`config.mk`:
```
export PLATFORM = sky130hd
export DESIGN_NAME = mmio_uart_logger
export DESIGN_NICKNAME = d
export VERILOG_FILES = /design/src/rtl/mmio_uart_logger.sv
export SDC_FILE = /design/constraint.sdc
export NUM_CORES = 1
export LEC_CHECK = 0
export ABC_AREA = 1
export CAP_MARGIN = 15
export CORE_ASPECT_RATIO = 1.5
export CORE_MARGIN = 10
export CORE_UTILIZATION = 45
export CTS_BUF_LIST = sky130_fd_sc_hd__clkbuf_4 sky130_fd_sc_hd__clkbuf_8 sky130_fd_sc_hd__clkbuf_16
export DETAILED_ROUTE_END_ITERATION = 12
export SLEW_MARGIN = 10
export SYNTH_ARGS = -nofsm -noshare
export SYNTH_HDL_FRONTEND = slang
export SYNTH_SLANG_ARGS = --single-unit
```
`constraint.sdc`:
```
create_clock -name clk -period 5.42 [get_ports clk]
set_input_delay 1.084 -clock clk [delete_from_list [all_inputs] [get_ports clk]]
set_output_delay 1.084 -clock clk [all_outputs]
set_load 0.03 [all_outputs]
```
`src/rtl/mmio_uart_logger.sv`:
```
// Passive store snooper: stores to MMIO_ADDR go into a small FIFO and are shifted
// out on an 8N1 UART line as four little-endian bytes per word.
module mmio_uart_logger #(
    parameter logic [31:0] MMIO_ADDR    = 32'h0000_03F0,
    parameter int          DEPTH        = 8,
    parameter int          CLKS_PER_BIT = 16
) (
    input  logic                       clk,
    input  logic                       rst,
    input  logic                       memwrite,
    input  logic [31:0]                dataadr,
    input  logic [31:0]                writedata,
    output logic                       tx,
    output logic                       busy,
    output logic                       fifo_full,
    output logic                       overflow,
    output logic [$clog2(DEPTH):0]     level
);

    localparam int AW = $clog2(DEPTH);
    localparam int LW = AW + 1;
    localparam int BW = $clog2(CLKS_PER_BIT);
    localparam logic [BW-1:0] BAUD_LAST = BW'(CLKS_PER_BIT - 1);

    localparam logic [1:0] IDLE  = 2'd0;
    localparam logic [1:0] START = 2'd1;
    localparam logic [1:0] DATA  = 2'd2;
    localparam logic [1:0] STOP  = 2'd3;

    logic [31:0]   mem [DEPTH];
    logic [AW-1:0] wr_ptr_reg;
    logic [AW-1:0] rd_ptr_reg;
    logic [LW-1:0] count_reg;
    logic          overflow_reg;

    logic [1:0]    state_reg;
    logic [BW-1:0] baud_reg;
    logic [2:0]    bit_reg;
    logic [1:0]    byte_reg;
    logic [31:0]   word_reg;
    logic          tx_reg;

    logic push;
    logic full;
    logic push_ok;
    logic pop;
    logic baud_done;

    assign push      = memwrite && (dataadr == MMIO_ADDR);
    assign full      = (count_reg == LW'(DEPTH));
    assign push_ok   = push && !full;
    assign pop       = (state_reg == IDLE) && (count_reg != '0);
    assign baud_done = (baud_reg == BAUD_LAST);

    // Storage array carries no reset so it maps onto plain RAM.
    always_ff @(posedge clk) begin
        if (push_ok) begin
            mem[wr_ptr_reg] <= writedata;
        end
    end

    always_ff @(posedge clk or negedge rst) begin
        if (!rst) begin
            wr_ptr_reg   <= '0;
            rd_ptr_reg   <= '0;
            count_reg    <= '0;
            overflow_reg <= 1'b0;
        end else begin
            if (push_ok) begin
                wr_ptr_reg <= wr_ptr_reg + AW'(1);
            end
            if (pop) begin
                rd_ptr_reg <= rd_ptr_reg + AW'(1);
            end
            if (push && full) begin
                overflow_reg <= 1'b1;
            end
            case ({push_ok, pop})
                2'b10:   count_reg <= count_reg + LW'(1);
                2'b01:   count_reg <= count_reg - LW'(1);
                default: count_reg <= count_reg;
            endcase
        end
    end

    always_ff @(posedge clk or negedge rst) begin
        if (!rst) begin
            state_reg <= IDLE;
            baud_reg  <= '0;
            bit_reg   <= '0;
            byte_reg  <= '0;
            word_reg  <= '0;
            tx_reg    <= 1'b1;
        end else begin
            case (state_reg)
                IDLE: begin
                    if (pop) begin
                        word_reg  <= mem[rd_ptr_reg];
                        byte_reg  <= '0;
                        baud_reg  <= '0;
                        tx_reg    <= 1'b0;
                        state_reg <= START;
                    end
                end
                START: begin
                    if (baud_done) begin
                        baud_reg  <= '0;
                        bit_reg   <= '0;
                        tx_reg    <= word_reg[{byte_reg, 3'd0}];
                        state_reg <= DATA;
                    end else begin
                        baud_reg <= baud_reg + BW'(1);
                    end
                end
                DATA: begin
                    if (baud_done) begin
                        baud_reg <= '0;
                        if (bit_reg == 3'd7) begin
                            tx_reg    <= 1'b1;
                            state_reg <= STOP;
                        end else begin
                            bit_reg <= bit_reg + 3'd1;
                            tx_reg  <= word_reg[{byte_reg, bit_reg + 3'd1}];
                        end
                    end else begin
                        baud_reg <= baud_reg + BW'(1);
                    end
                end
                STOP: begin
                    if (baud_done) begin
                        baud_reg <= '0;
                        // Bytes of one word run back to back; only the last byte returns to IDLE.
                        if (byte_reg == 2'd3) begin
                            state_reg <= IDLE;
                        end else begin
                            byte_reg  <= byte_reg + 2'd1;
                            tx_reg    <= 1'b0;
                            state_reg <= START;
                        end
                    end else begin
                        baud_reg <= baud_reg + BW'(1);
                    end
                end
                default: begin
                    state_reg <= IDLE;
                    tx_reg    <= 1'b1;
                end
            endcase
        end
    end

    assign tx        = tx_reg;
    assign busy      = (state_reg != IDLE) || (count_reg != '0);
    assign fifo_full = full;
    assign overflow  = overflow_reg;
    assign level     = count_reg;

endmodule

```
==> flow_metrics.tcl <==
set metrics [dict create \
    vdd_drop_max_mv 0.2133 \
    switchingPower_uw 889.4 \
    remaining_drc_errors 0 \
    core-area_sq_mm 0.02787 \
    clockPowerShare_pct 43.7 \
    hold_start "tx$_DFFE_PN1P_" \
    numCtsBuffers 29 \
    drv_cap 0 \
    path_class "reg -> out" \
    crit_family "buffers and inverters" \
    crit-reg2reg-launch "rd_ptr_reg[0]$_DFFE_PN0P_" \
    status "finished clean" \
    final_area_sq_mm 0.01470 \
    p_sw_share_pct 18.76 \
    synth-main-ff-cell "edfxtp_1" \
    cpPeakStageDelay_ps 620 \
    met1Wirelength_microns 12360 \
    cts_max_level 1 \
    highest_layer "met4" \
    die_h_microns 225.4 \
    cp-end-kind "output pin" \
    rows 75 \
    syn_to_final_growth_pct 16.16 \
    crit_top_cell "inv_1" \
    clockBufferDepth 3 \
    hold_class "reg -> reg" \
    cts.reportedPaths.clkPinSlew_ps 60 \
    synth_cell_types 33 \
    max_freq_mhz 284.1 \
    comb_power_share_pct 1.7 \
    whs_ps 466.2 \
    syn-cell-area_sq_mm 0.01265 \
    crit_end "busy" \
    power_density_mw_per_mm2 322.5 \
    cts_tree "yes" \
    synth_edf_count 256 \
    fill_cells 2397 \
    fin_skew_ps 10.20 \
    r2r_slack_ps 2520 \
    place_inst 1388 \
    placed_area_sq_mm 0.01372 \
    synth_seq_cells 311 \
    vias_per_cell 5.622 \
    worstMarginPinSlew_ps 1123 \
    initial_utilization_pct 45.40 \
    seqPwrFrac_pct 54.6 \
    grt_pass1_vias 8255 \
    wl_met2_microns 15010 \
    io-pin-count 75 \
    tns_ps 0 \
    async_reset_ff_share_pct 17.68 \
    synth_xor_area_share_pct 0.6922 \
    post_cts_resized 0 \
    synthAdderAreaFrac_pct 1.285 \
    grt_use_total_pct 16.86 \
    dr_wl_met3_microns 1426 \
    yosysSeqAreaShare_pct 71.64 \
    ctsHoldBuffers 0 \
    die_width_microns 156.9 \
    p_leak_nw 4.991 \
    final.period_utilization_pct 64.93 \
    syn_inst 1008 \
    hold_viol_final 0 \
    synthMuxAreaShare_pct 0 \
    port_buffers 74 \
    setup_viol_count_final 0 \
    layout-drive-gt1-share_pct 8.227 \
    path_cells "inv_1 -> ha_1 -> inv_1 -> nor2_1 -> inv_1 -> clkdlybuf4s50_1" \
    yosys.area_share.simple_pct 9.779 \
    dr_total_vias 8101 \
    path_buf_inv 4 \
    yosys_warnings 0 \
    ctsRootBufferMaster "clkbuf_16" \
    cp_max_fo 6 \
    rsz0062_at_grt "false" \
    syn-num-nets 1088 \
    critPathRequiredTime_ps 4340 \
    synth-compound-area-share_pct 12.32 \
    slew_headroom_pct 24.65 \
    routabilityCongestion 0.7998 \
    min_period_ps 3519 \
    path_depth 6 \
    hpwl_microns 17290 \
    startpoint_type "flip-flop" \
    first_pass_iters 4 \
    wl_per_cell_microns 20.63 \
    slew_violations 0 \
    grt_pass1_wl_microns 46710 \
    grt_max_degree 78 \
    drt-initial-drc-count 645 \
    internal_power_mw 3.851 \
    cts.sinks 311 \
    reg2reg_to "word_reg[8]$_DFFE_PN0P_" \
    fin_cells 1441 \
    r2r_cells 7 \
    insertion_delay_ps 560 \
    synth_top_family_by_area "compound AO/OA/AOI/OAI gates" \
    slowest_stage "clkdlybuf4s50_1" \
    crit_arrival_ps 2440 \
    antenna_found_initial 0 \
    nets 1153 \
    grt-ovfl-total 0 \
    largest_register_ffs 256 \
    ant_nets 0 \
    die-area_sq_mm 0.03536 \
    startpoint "state_reg[0]$_DFFE_PN0P_" \
    cts_post_setup_buffers_inserted 0 \
    synth.avg_cell_area_sq_um 12.55 \
    finalWirelength_microns 29720 \
]
synth_stat cells, types with 3 or more instances:
| cell type | instances | area (sq um) |
|---|---|---|
| nor4_1 | 5 | 31.28 |
| edfxtp_1 | 256 | 7687 |
| o22ai_1 | 9 | 56.30 |
| nor2_2 | 4 | 25.02 |
| inv_1 | 57 | 214.0 |
| clkbuf_2 | 4 | 20.02 |
| nand4_1 | 4 | 25.02 |
| nor2_1 | 144 | 540.5 |
| buf_6 | 4 | 45.04 |
| o211ai_1 | 7 | 52.55 |
| xor2_1 | 5 | 43.79 |
| o21ai_1 | 26 | 130.1 |
| nand2_1 | 74 | 277.8 |
| dfrtp_1 | 54 | 1351 |
| nand3_1 | 64 | 320.3 |
| o21ai_0 | 149 | 745.7 |
| ha_1 | 13 | 162.7 |
| inv_2 | 3 | 11.26 |
| a21oi_1 | 5 | 25.02 |
| clkbuf_1 | 25 | 93.84 |
| xnor2_1 | 5 | 43.79 |
| buf_2 | 15 | 75.07 |
| o221ai_1 | 57 | 499.2 |
| buf_4 | 10 | 75.07 |
cells in the final DEF, fill, tap and decap left out, types with 2 or more instances in the layout:
cell type	Yosys	routed
edfxtp_1	256	256
o21ai_0	149	149
nor2_1	144	136
nand2_1	74	74
clkdlybuf4s50_1	0	73
nand3_1	64	64
inv_1	57	57
o221ai_1	57	57
dfrtp_1	54	52
clkbuf_16	0	29
o21ai_1	26	26
buf_4	10	19
ha_1	13	13
o22ai_1	9	9
nor2_4	0	8
o211ai_1	7	7
clkinv_2	0	6
xor2_1	5	5
nor4_1	5	5
a21oi_1	5	5
xnor2_1	5	5
clkbuf_4	0	5
nor2_2	4	4
nand4_1	4	4
clkinv_1	1	4
bufinv_16	0	4
clkinvlp_4	0	4
inv_2	3	2
clkbuf_8	0	2
tightest hold or removal path: stages (launching register included):
cell	delay, ps
dfstp_2	370
nand2_1	50
nand2_1	50
worst min path at each step:
stage	to	depth (start not counted)	slack, ps
2_1_floorplan	bit_reg[1]$_DFFE_PN0P_	2	460
3_3_place_gp	tx$_DFFE_PN1P_	2	450
3_5_place_dp	tx$_DFFE_PN1P_	2	460
4_1_cts	tx$_DFFE_PN1P_	2	470
5_1_grt	tx$_DFFE_PN1P_	2	480
6_report	tx$_DFFE_PN1P_	2	470
cell type report:
type / instances / area (sq um) / share of cell area, %
Antenna cell: 1 / 2.502 / 0.01703
Clock buffer: 36 / 790.8 / 5.380
Clock inverter: 16 / 186.4 / 1.268
Inverter: 61 / 230.2 / 1.566
Multi-Input combinational cell: 577 / 3107 / 21.14
Sequential cell: 311 / 9070 / 61.71
Tap cell: 346 / 432.9 / 2.945
Timing Repair Buffer: 93 / 878.3 / 5.976
through the flow:
| step | power, mW | setup slack [ps] | utilization (%) |
|---|---|---|---|
| final | 4.741 | 1901 | 52.74 |
| after global routing | 4.875 | 1760 | 52.73 |
| after CTS | 4.792 | 1846 | 52.73 |
| after detailed placement | 2.722 | 1326 | 49.22 |
| after global placement | 2.721 | 1367 | 49.22 |
| after floorplan | 2.640 | 1780 | - |
logic make-up (layout without fill, tap and decap cells):
kind of cell,count (synthesis),after routing
AO/OA/AOI/OAI,258,258
XOR/XNOR,10,10
buffers and inverters,120,206
AND/OR/NAND/NOR,296,296
flip-flops,311,311
other,0,1
adder cells (fa/ha/maj),13,13
power by group through the flow:
stage	Combinational [mW]	Clock [mW]	Sequential (mW)
6_report	0.0826	2.07	2.59
4_1_cts	0.0847	2.12	2.59
2_1_floorplan	0.00183	0	2.64
3_3_place_gp	0.0835	0	2.64
3_5_place_dp	0.0845	0	2.64
5_1_grt	0.0904	2.20	2.59
per-layer routing:
metal  GRT usage [%]  vias up
met1           20.75     4015
met5               0        -
met3           2.388       56
li1                -     3821
met4           6.626        0
met2           29.14      209
No activity file was read; power rests on OpenSTA's default activity.
